$ cat config.mk
export PLATFORM = sky130hd
export DESIGN_NAME = vector_mem_sequencer_flat
export DESIGN_NICKNAME = d
export VERILOG_FILES = /design/src/rtl/vector_mem_sequencer_if.sv /design/src/rtl/vector_mem_sequencer.sv /design/src/flat_wrapper.sv
export SDC_FILE = /design/constraint.sdc
export NUM_CORES = 1
export LEC_CHECK = 0
export ABC_AREA = 1
export CAP_MARGIN = 0
export CORE_MARGIN = 10
export CORE_UTILIZATION = 49
export CTS_BUF_LIST = sky130_fd_sc_hd__clkbuf_8
export CTS_CLUSTER_DIAMETER = 120
export DETAILED_ROUTE_END_ITERATION = 10
export PLACE_DENSITY_LB_ADDON = 0.1
export SLEW_MARGIN = 25
export SYNTH_ARGS = -nofsm -noshare
export SYNTH_HDL_FRONTEND = slang
export SYNTH_SLANG_ARGS = --single-unit
$ cat constraint.sdc
create_clock -name clk -period 2.1 [get_ports clk]
set_clock_uncertainty 0.15 [all_clocks]
set_input_delay 0.42 -clock clk [delete_from_list [all_inputs] [get_ports clk]]
set_output_delay 0.42 -clock clk [all_outputs]
set_load 0.02 [all_outputs]
$ cat src/rtl/vector_mem_sequencer_if.sv
// Vector memory sequencer bus bundle.
// Carries the decode-side instruction handshake, the single-lane memory port
// and the vector register file write port.
//   slave  : the sequencer (takes the instruction, drives memory and VRF)
//   master : the surrounding pipeline / memory model
interface vector_mem_sequencer_if #(
   parameter int N      = 16,
   parameter int LANES  = 4,
   parameter int ADDR_W = 16
);
   logic                  Start;
   logic                  IsStore;
   logic [ADDR_W-1:0]     BaseAddr;
   logic [LANES*N-1:0]    VecStoreData;
   logic                  MemReady;
   logic [N-1:0]          MemReadData;
   logic [ADDR_W-1:0]     MemAddr;
   logic [N-1:0]          MemWriteData;
   logic                  MemWriteEn;
   logic                  MemReadEn;
   logic                  Stall;
   logic [LANES*N-1:0]    VecLoadData;
   logic                  VecWriteEn;
   logic                  Busy;

   modport slave (
      input  Start, IsStore, BaseAddr, VecStoreData, MemReady, MemReadData,
      output MemAddr, MemWriteData, MemWriteEn, MemReadEn, Stall,
             VecLoadData, VecWriteEn, Busy
   );

   modport master (
      output Start, IsStore, BaseAddr, VecStoreData, MemReady, MemReadData,
      input  MemAddr, MemWriteData, MemWriteEn, MemReadEn, Stall,
             VecLoadData, VecWriteEn, Busy
   );
endinterface

$ cat src/rtl/vector_mem_sequencer.sv
// Vector load/store sequencer.
// Splits one vector memory instruction into LANES single-lane accesses on a
// one-lane memory port, stalls fetch/decode while they are in flight, and for
// loads assembles the returned lanes and writes the vector register file.
// Ports:
//   clk  : clock, all state changes on its rising edge
//   rst  : synchronous reset, active-low
//   bus  : vector_mem_sequencer_if.slave (instruction in, memory port,
//          VRF write port, Stall/Busy status)
//
// state  | meaning
// IDLE   | waiting for Start; Stall follows Start combinationally
// ACCESS | one lane access per accepted cycle, lane 0 .. LANES-1
// DRAIN  | load only: capture read data of the last lane
// DONE   | release stall; loads pulse VecWriteEn
module vector_mem_sequencer #(
   parameter int N      = 16,
   parameter int LANES  = 4,
   parameter int ADDR_W = 16
) (
   input  logic                   clk,
   input  logic                   rst,
   vector_mem_sequencer_if.slave  bus
);
   localparam int LW = $clog2(LANES);
   localparam logic [LW-1:0] LAST_LANE = LW'(LANES - 1);

   typedef enum logic [1:0] {
      S_IDLE   = 2'd0,
      S_ACCESS = 2'd1,
      S_DRAIN  = 2'd2,
      S_DONE   = 2'd3
   } state_t;

   state_t              state_q, state_d;
   logic [LW-1:0]       lane_q;
   logic                pending_q;
   logic [LW-1:0]       pending_lane_q;
   logic                is_store_q;
   logic [ADDR_W-1:0]   base_q;
   logic [LANES*N-1:0]  store_data_q;
   logic [LANES*N-1:0]  vec_q;

   logic [ADDR_W-1:0]   mem_addr;
   logic [N-1:0]        mem_wdata;
   logic                mem_we, mem_re, stall, vec_we, busy;

   always_ff @(posedge clk) begin
      if (!rst) begin
         state_q        <= S_IDLE;
         lane_q         <= '0;
         pending_q      <= 1'b0;
         pending_lane_q <= '0;
         is_store_q     <= 1'b0;
         base_q         <= '0;
         store_data_q   <= '0;
         vec_q          <= '0;
      end else begin
         state_q   <= state_d;
         pending_q <= 1'b0;
         // Read data lags acceptance by one cycle; the last lane lands in DRAIN.
         if (pending_q)
            vec_q[int'(pending_lane_q)*N +: N] <= bus.MemReadData;
         case (state_q)
            S_IDLE: begin
               if (bus.Start) begin
                  is_store_q   <= bus.IsStore;
                  base_q       <= bus.BaseAddr;
                  store_data_q <= bus.VecStoreData;
                  lane_q       <= '0;
               end
            end
            S_ACCESS: begin
               if (bus.MemReady) begin
                  lane_q <= lane_q + 1'b1;
                  if (!is_store_q) begin
                     pending_q      <= 1'b1;
                     pending_lane_q <= lane_q;
                  end
               end
            end
            default: ;
         endcase
      end
   end

   // Everything is forced low while rst is asserted, including the
   // combinational Stall path from Start.
   always_comb begin
      state_d   = state_q;
      mem_addr  = '0;
      mem_wdata = '0;
      mem_we    = 1'b0;
      mem_re    = 1'b0;
      stall     = 1'b0;
      vec_we    = 1'b0;
      busy      = 1'b0;
      if (rst) begin
         busy = (state_q != S_IDLE);
         case (state_q)
            S_IDLE: begin
               stall = bus.Start;
               if (bus.Start)
                  state_d = S_ACCESS;
            end
            S_ACCESS: begin
               stall    = 1'b1;
               mem_addr = base_q + ADDR_W'(lane_q);
               if (is_store_q) begin
                  mem_we    = 1'b1;
                  mem_wdata = store_data_q[int'(lane_q)*N +: N];
               end else begin
                  mem_re = 1'b1;
               end
               if (bus.MemReady && lane_q == LAST_LANE)
                  state_d = is_store_q ? S_DONE : S_DRAIN;
            end
            S_DRAIN: begin
               stall   = 1'b1;
               state_d = S_DONE;
            end
            S_DONE: begin
               vec_we  = !is_store_q;
               state_d = S_IDLE;
            end
            default: state_d = S_IDLE;
         endcase
      end
   end

   assign bus.MemAddr      = mem_addr;
   assign bus.MemWriteData = mem_wdata;
   assign bus.MemWriteEn   = mem_we;
   assign bus.MemReadEn    = mem_re;
   assign bus.Stall        = stall;
   assign bus.VecWriteEn   = vec_we;
   assign bus.Busy         = busy;
   assign bus.VecLoadData  = rst ? vec_q : '0;
endmodule

$ cat src/flat_wrapper.sv
// flat-port wrapper written by rule: the top's interface ports become plain ports
module vector_mem_sequencer_flat 
#(
   parameter int N      = 16,
   parameter int LANES  = 4,
   parameter int ADDR_W = 16
)
  (clk, rst, bus_Start, bus_IsStore, bus_BaseAddr, bus_VecStoreData, bus_MemReady, bus_MemReadData, bus_MemAddr, bus_MemWriteData, bus_MemWriteEn, bus_MemReadEn, bus_Stall, bus_VecLoadData, bus_VecWriteEn, bus_Busy);
  vector_mem_sequencer_if #(.N(N), .LANES(LANES), .ADDR_W(ADDR_W)) bus_i ();
  input  logic clk;
  input  logic rst;
  input wire logic [$bits(bus_i.Start)-1:0] bus_Start;
  input wire logic [$bits(bus_i.IsStore)-1:0] bus_IsStore;
  input wire logic [$bits(bus_i.BaseAddr)-1:0] bus_BaseAddr;
  input wire logic [$bits(bus_i.VecStoreData)-1:0] bus_VecStoreData;
  input wire logic [$bits(bus_i.MemReady)-1:0] bus_MemReady;
  input wire logic [$bits(bus_i.MemReadData)-1:0] bus_MemReadData;
  output wire logic [$bits(bus_i.MemAddr)-1:0] bus_MemAddr;
  output wire logic [$bits(bus_i.MemWriteData)-1:0] bus_MemWriteData;
  output wire logic [$bits(bus_i.MemWriteEn)-1:0] bus_MemWriteEn;
  output wire logic [$bits(bus_i.MemReadEn)-1:0] bus_MemReadEn;
  output wire logic [$bits(bus_i.Stall)-1:0] bus_Stall;
  output wire logic [$bits(bus_i.VecLoadData)-1:0] bus_VecLoadData;
  output wire logic [$bits(bus_i.VecWriteEn)-1:0] bus_VecWriteEn;
  output wire logic [$bits(bus_i.Busy)-1:0] bus_Busy;
  assign bus_i.Start = bus_Start;
  assign bus_i.IsStore = bus_IsStore;
  assign bus_i.BaseAddr = bus_BaseAddr;
  assign bus_i.VecStoreData = bus_VecStoreData;
  assign bus_i.MemReady = bus_MemReady;
  assign bus_i.MemReadData = bus_MemReadData;
  assign bus_MemAddr = bus_i.MemAddr;
  assign bus_MemWriteData = bus_i.MemWriteData;
  assign bus_MemWriteEn = bus_i.MemWriteEn;
  assign bus_MemReadEn = bus_i.MemReadEn;
  assign bus_Stall = bus_i.Stall;
  assign bus_VecLoadData = bus_i.VecLoadData;
  assign bus_VecWriteEn = bus_i.VecWriteEn;
  assign bus_Busy = bus_i.Busy;
  vector_mem_sequencer #(.N(N), .LANES(LANES), .ADDR_W(ADDR_W)) u_core (.clk(clk), .rst(rst), .bus(bus_i));
endmodule
==> results of run 1 <==
==> where the power goes <==
part	switching [mW]	total [mW]	internal [mW]	leakage [nW]
Clock	1.09	2.53	1.43	0.224
Sequential	0.289	3.64	3.35	1.25
Combinational	1.93	3.33	1.39	3.60
==> metrics by stage <==
step / setup WS, ps / TNS (ps) / std cells
floorplan: -17.29 / -172.9 / 973
global placement: -581.9 / -21130 / 1407
detailed placement: -612.7 / -21930 / 1407
CTS: -474.1 / -9437 / 1442
global route: -498.9 / -10680 / 1445
finish: -423.8 / -7751 / 1445
==> logic make-up after synthesis <==
group	count (synthesis)
adders and majority gates	14
and+or+nand+nor	420
AOI/OAI and AO/OA	224
xor gates and xnor gates	1
buffers and inverters	162
DFF	152
==> state kept, by name (all words and copies together) (netlist names) <==
signal / cells
u_core.store_data_q: 64
u_core.vec_q: 64
u_core.base_q: 16
u_core.lane_q: 2
u_core.pending_lane_q: 2
u_core.state_q: 2
u_core.is_store_q: 1
u_core.pending_q: 1
==> metal layers <==
| metal | up-vias | track usage | wire (um) |
|---|---|---|---|
| li1 | 3698 | - | - |
| met1 | 3315 | 0.2479 | 9113 |
| met2 | 212 | 0.3595 | 10340 |
| met3 | 35 | 0.07055 | 1528 |
| met4 | 0 | 0.07468 | 595 |
| met5 | - | 0 | 0 |
==> final cells by class <==
cell class	count	area, sq um	share of cell area
multi-input combinational	659	3415	0.3280
sequential	152	3055	0.2935
timing repair buffer	321	2869	0.2756
inverter	102	395.4	0.03798
clock buffer	18	247.7	0.02380
tap	180	225.2	0.02163
clock inverter	13	202.7	0.01947
==> how the worst max path moves through the flow <==
stage,endpoint,slack (ps),cells past startpoint
finish,bus_MemAddr[10],-420,9
detailed placement,bus_MemAddr[10],-610,9
global route,bus_MemAddr[10],-500,9
floorplan,bus_MemWriteData[10],-20,8
global placement,bus_MemAddr[10],-580,9
CTS,bus_MemAddr[10],-470,9
==> worst max-delay path: stages, from the launching register on <==
cell     delay, ps
dfxtp_4        370
ha_4           160
fa_2           370
nand2_4        110
nor2_4          60
and2_4         140
nand2_2         60
nand2_2         60
nor2_4          80
buf_6          110
==> cell usage after synthesis, drive strengths merged, types with 2 or more instances <==
cell      n  area [sq um]
a21oi    34         170.2
nor2    252         980.9
ha       13         162.7
nand2   129         499.2
nand3    28         145.1
buf      46         275.3
o21ai   135         675.6
o22ai    54         400.4
nand4     5         61.31
clkbuf   14         52.55
clkinv    2         7.510
dfxtp   152          3043
inv     100         375.4
nor3      4         20.02
==> placed cells by master (no fill, tap or decap), drive strengths merged <==
cell           instances
clkbuf                20
clkinvlp               2
o21ai                135
nand2                129
dlygate4sd2           63
a31oi                  1
fa                     1
nand4                  5
clkinv                 8
or2                    1
inv                  100
dfxtp                152
a21oi                 34
nor3                   4
o22ai                 54
xnor2                  1
nand3                 28
clkdlybuf4s50         99
buf                  156
bufinv                 5
dlymetal6s2s           1
and2                   1
nor2                 252
ha                    13
==> timing repair <==
action	CTS	global route
resized for setup	299	68
setup buffers	3	3
gates cloned	1	1
pin swaps	14	9
hold buffers	0	0
endpoints found under the setup margin	100	41
==> metrics.md, run 1 <==
| Metric | Value |
|---|---|
| FF+latch count, synth | 152 |
| Avg WL per Cell | 14.93 um |
| FFs w/ async S/R, synth | 0 |
| Reg-to-Reg Start | u_core.state_q[0]$_SDFFE_PN0P_ |
| Status | finished, violations left |
| CTS clock-pin slew for the worst setup and hold paths | 80 ps |
| Setup violators final | 32 |
| Vias in the first global route | 7001 |
| Synth Instances | 973 |
| DP Area | 9739 sq um |
| Worst-Margin Slew | 778.3 ps |
| Tcrit/Tclk final | 1.202 |
| Largest net degree at the start of global routing | 89 |
| Longest Clk Path Bufs | 2 |
| Nets | 1368 |
| Crit-path max FO | 7 |
| Cells on Worst Hold Path | 4 |
| Final core occ | 0.7500 |
| Max H-tree Level | 4 |
| Clk_lat worst skew | 440 ps |
| # diodes | 0 |
| R2R depth | 8 |
| Data required, critical path | 1530 ps |
| Total routed wirelength | 21580 um |
| Worst hold path type | in -> reg |
| Synth Area in Simple Gates | 0.2486 |
| Hold Vio Cnt, Final | 0 |
| Synth Area per Inst | 7.109 sq um |
| RSZ-0062 raised after global routing | true |
| Failing checks | setup timing |
| Critical Path Source | u_core.lane_q[0]$_SDFFE_PN0P_ |
| Adder-cell share of the synthesized area | 0.02641 |
| Worst vdd ir | 0.0008076 V |
| Via count | 7260 |
| F_max | 0.3962 GHz |
| Clk sinks | 152 |
| Pwr Total | 9.493 mW |
| Overflow after GRT | 0 |
| TritonCTS Buffers | 17 |
| Worst hold start | rst |
| DRT iter0 DRCs | 537 |
| Synth Area in Compound Gates | 0.1811 |
| Vias per Instance | 5.024 |
| Max Cap Violations | 0 |
| Fillers | 1166 |
| Die Wd | 138.8 um |
| Final min period | 2524 ps |
| # port buffers | 201 |
| R2r endpoint | u_core.store_data_q[55]$_SDFFE_PN0P_ |
| Final instance area | 10410 sq um |
| Antenna violations before repair | 0 |
| Max_slew headroom | 0.4811 |
| Post-synthesis mux area share | 0 |
| Critical path class | reg -> out |
| Synthesis-to-layout area growth | 50.51% |
| Critical Path AT | 1950 ps |
| Syn Nets | 1088 |
| Largest family of logic cells by synthesized area | simple AND/OR/NAND/NOR gates |
| Slew Viols, Final | 0 |
| Io pins | 202 |
| Sequential area share after synthesis | 0.4399 |
| Hold Slack | 318.8 ps |
| Gr usage total | 0.2135 |
| TritonCTS clock tree | done |
| Pwr/cell area | 911.9 nW/um^2 |
| Worst Setup Start Kind | flip-flop |
| Initial DRT Pass Iterations | 7 |
| Die ar. | 19270 sq um |
| Row count | 43 |
| Post-route ant nets | 0 |
| Ys flop type | dfxtp_1 |
| Synthesized area | 6917 sq um |
| Ratio of cells with drive above 1 in the final layout | 0.2158 |
| Hold Path End | u_core.store_data_q[39]$_SDFFE_PN0P_ |
| Post-DP HPWL | 15450 um |
| Core region area | 13880 sq um |
| Die Height | 138.8 um |
| GP Congestion | 0.8480 |
| Final WS setup | -423.8 ps |
| Post-synthesis xor/xnor area fraction | 0.001266 |
| Synth unique cells | 31 |
| DRC | 0 |
| Starting Density | 0.4983 |
| CP endpoint kind | output port |
| EDFF count, synth | 0 |
| First-pass GRT wire length | 34630 um |
| FF-to-FF setup slack | 170 ps |
| Yosys warnings | 0 |
| Clock Tree Root | clkbuf_8 |
| P_leak | 5.069 nW |
Note: power is estimated with default switching activity, not from simulation.
==> run 2, diff against run 1 <==
--- a/config.mk
+++ b/config.mk
@@ -8,7 +8,7 @@
 export ABC_AREA = 1
 export CAP_MARGIN = 0
 export CORE_MARGIN = 10
-export CORE_UTILIZATION = 49
+export CORE_UTILIZATION = 33
 export CTS_BUF_LIST = sky130_fd_sc_hd__clkbuf_8
 export CTS_CLUSTER_DIAMETER = 120
 export DETAILED_ROUTE_END_ITERATION = 10
==> run 2 against run 1 <==
The run still ends with setup timing left. Critical path depth is 1 lower. Worst hold slack better by 17 ps. Flip-flop and latch count stayed put. First-iteration DRC count is 32% lower. Via count hardly changed. Routed wire length is 13% higher. Global-route usage is 4.2 points lower. Power is 2.9% higher. Utilization is 20 points lower. Register-to-register slack better by 120 ps. Sequential share of layout area is 1.9 points lower. Highest routed layer unchanged.
==> metrics.md, run 2 (synthesis results as in run 1) <==
| Metric | Value |
|---|---|
| Vias in the first global route | 7194 (+2.8%) |
| Row count | 52 (+21%) |
| Initial DRT Pass Iterations | 4 (-3) |
| Tcrit/Tclk final | 1.194 (-0.008078) |
| Longest Clk Path Bufs | 2 (unchanged) |
| Wire length on met1 | 10530 um (+16%) |
| P_leak | 5.207 nW (+2.7%) |
| Via count | 7255 (-0.069%) |
| R2r endpoint | u_core.store_data_q[52]$_SDFFE_PN0P_ |
| Switch share | 0.3826 (+0.03339) |
| Worst hold start | u_core.vec_q[25]$_SDFFE_PN0P_ |
| First-pass GRT wire length | 37350 um (+7.8%) |
| Starting Density | 0.3386 (-0.1597) |
| F_max | 0.3989 GHz (+0.68%) |
| Pwr/cell area | 876.5 nW/um^2 (-3.9%) |
| Worst-Margin Slew | 599.0 ps (-179.4 ps) |
| CTS hold repair buffers | 0 (unchanged) |
| Largest net degree at the start of global routing | 89 (unchanged) |
| DRT iter0 DRCs | 364 (-32%) |
| Setup_tns | -9600 ps (-1849 ps) |
| Hold Slack | 336.1 ps (+17.27 ps) |
| Pwr Total | 9.768 mW (+2.9%) |
| FF-to-FF setup slack | 290 ps (+120 ps) |
| CP delay by family, top | buffers and inverters |
| Buf+Inv Stages, Crit Path | 5 (+4) |
| Post-DP HPWL | 17160 um (+11%) |
| Non-Filler Instances | 1569 (+8.6%) |
| Setup violators final | 32 (unchanged) |
| Synthesis-to-layout area growth | 61.12% |
| Core region area | 20430 sq um (+47%) |
| Final min period | 2507 ps (-16.96 ps) |
| Nets | 1401 (+2.4%) |
| Die ar. | 27150 sq um (+41%) |
| Critical Path AT | 1940 ps (about the same) |
| Clk_lat worst skew | 450 ps (about the same) |
| Most common cell after layout, fill and taps aside | nor2_1 |
| Crit-path max FO | 8 (+1) |
| Cells on Worst Hold Path | 2 (-2) |
| Wire length on met2 | 11730 um (+13%) |
| CP endpoint kind | output port |
| Cell Chain, Critical Path | buf_6 -> clkinvlp_4 -> buf_12 -> buf_6 -> nor2_4 -> o21ai_2 -> a21oi_1 -> buf_4 |
| Worst Setup Start Kind | flip-flop |
| Most frequent cells in the layout | nor2_1 (220), dfxtp_1 (146), buf_4 (136) |
| Seq pwr share | 0.372 (-0.011) |
| Failing checks | setup timing |
| Clock power frac | 0.220 (-0.046) |
| DRC | 0 (unchanged) |
| Worst path slowest cell | dfxtp_4 |
| Critical path class | reg -> out |
| GP Congestion | 0.8192 (-3.4%) |
| Clk sinks | 152 (unchanged) |
| TritonCTS clock tree | done |
| Max Used Layer | met4 |
| Io pins | 202 (unchanged) |
| DR WL met3 | 1730 um (+13%) |
| Placed insts | 1505 (+7.0%) |
| Worst vdd ir | 0.0004542 V (-44%) |
| Post-route ant nets | 0 (unchanged) |
| Slowest stage delay, CP | 390 ps (+20 ps) |
| Final core occ | 0.5455 (-0.2045) |
| Top flop regs | u_core.store_data_q x64, u_core.vec_q x64, u_core.base_q x16 |
| Die Wd | 164.8 um (+19%) |
| Clock Tree Root | clkbuf_8 |
| Max_slew headroom | 0.6007 (+0.1196) |
| Hold Path End | u_core.vec_q[25]$_SDFFE_PN0P_ |
| R2R depth | 9 (+1) |
| Ratio of cells with drive above 1 in the final layout | 0.2648 (+0.04901) |
| # diodes | 0 (unchanged) |
| Data required, critical path | 1530 ps (about the same) |
| CTS clock-pin slew for the worst setup and hold paths | 80 ps (about the same) |
| Overflow after GRT | 0 (unchanged) |
| Final WS setup | -406.9 ps (+16.96 ps) |
| Total routed wirelength | 24300 um (+13%) |
| Int Power | 6.031 mW (-2.4%) |
| Die Height | 164.8 um (+19%) |
| Avg WL per Cell | 15.49 um (+3.7%) |
| Max Cap Violations | 0 (unchanged) |
| # port buffers | 201 (unchanged) |
| Vias per Instance | 4.624 (-8.0%) |
| Worst hold path type | reg -> reg |
| Status | finished, violations left |
| Gr usage total | 0.1719 (-0.04157) |
| Combinational Power Share | 0.408 (+0.057) |
| Antenna violations before repair | 0 (unchanged) |
| Most Frequent Cell on Critical Path | buf_6 |
| Reg-to-Reg Start | u_core.state_q[0]$_SDFFE_PN0P_ |
| TritonCTS Buffers | 17 (unchanged) |
| Hold Vio Cnt, Final | 0 (unchanged) |
| Critical Path Source | u_core.lane_q[1]$_SDFFE_PN0P_ |
| Slew Viols, Final | 0 (unchanged) |
| RSZ-0062 raised after global routing | true |
| Max H-tree Level | 4 (unchanged) |
| Net Switching | 3.738 mW (+13%) |
-- run 2: changes by cell type in the layout (fill, tap and decap cells not counted), moves of 4 or more --
cell and delta:
a21oi_1 -6, a21oi_2 +4, buf_6 +33, bufinv_16 -5
clkdlybuf4s15_1 +10, clkinv_2 -4, clkinvlp_4 +4, dlygate4sd2_1 -9
inv_6 +5, nor2_1 -17, nor2_2 +5, nor2_4 +12
o21ai_0 -5, o21ai_2 +5
-- run 2: worst max path at each step --
stage,end,slack [ps],depth (start not counted)
finish,bus_MemWriteData[13],-410,8
global route,bus_MemWriteData[13],-540,8
CTS,bus_MemAddr[12],-440,9
detailed placement,bus_MemAddr[10],-560,9
global placement,bus_MemAddr[10],-540,9
floorplan,bus_MemWriteData[10],-20,8
-- run 2: cell type report --
type                    instances  area, sq um
inverters                     102        406.6
fillers                      2060         9285
multi-input cells             659         3661
well taps                     270        337.8
clock inverters                13        112.6
flip-flops and latches        152         3055
repair buffers                354         3309
clock buffers                  19        261.5
-- run 2: worst register-to-register path, stage by stage (launching register included) --
cell	delay [ps]
dfxtp_2	340
buf_6	130
inv_4	60
ha_4	150
nand2_4	50
inv_2	60
buf_4	100
buf_6	450
nor2_1	120
nor2_1	130
-- run 2: stage by stage --
step / cell area (sq um) / setup slack [ps]
after CTS: 10720 / -439.2
after global placement: 9897 / -541.9
after floorplan: 6934 / -17.29
after global routing: 11140 / -536.4
final: 11140 / -406.9
after detailed placement: 9897 / -557.1
-- run 2: routing by layer --
metal | GRT usage | vias to the layer above
met1 | 0.2073 | 3322
met3 | 0.05302 | 17
met5 | 0 | -
met4 | 0.05233 | 0
met2 | 0.2872 | 160
li1 | - | 3756
-- run 2: timing repair --
| action | 4_1_cts | 5_1_grt |
|---|---|---|
| gates cloned | 2 | 3 |
| resized for setup | 380 | 93 |
| setup endpoints to repair | 108 | 94 |
| buffers inserted | 21 | 11 |
| pin swaps | 36 | 38 |
-- run 2: power groups by stage --
| stage | registers [mW] | logic, mW | clock network [mW] |
|---|---|---|---|
| after CTS | 3.62 | 3.58 | 2.20 |
| after floorplan | 3.61 | 1.84 | 0 |
| final | 3.64 | 3.99 | 2.14 |
| after global placement | 3.64 | 3.04 | 0 |
| after detailed placement | 3.65 | 3.05 | 0 |
| after global routing | 3.70 | 4.40 | 2.31 |
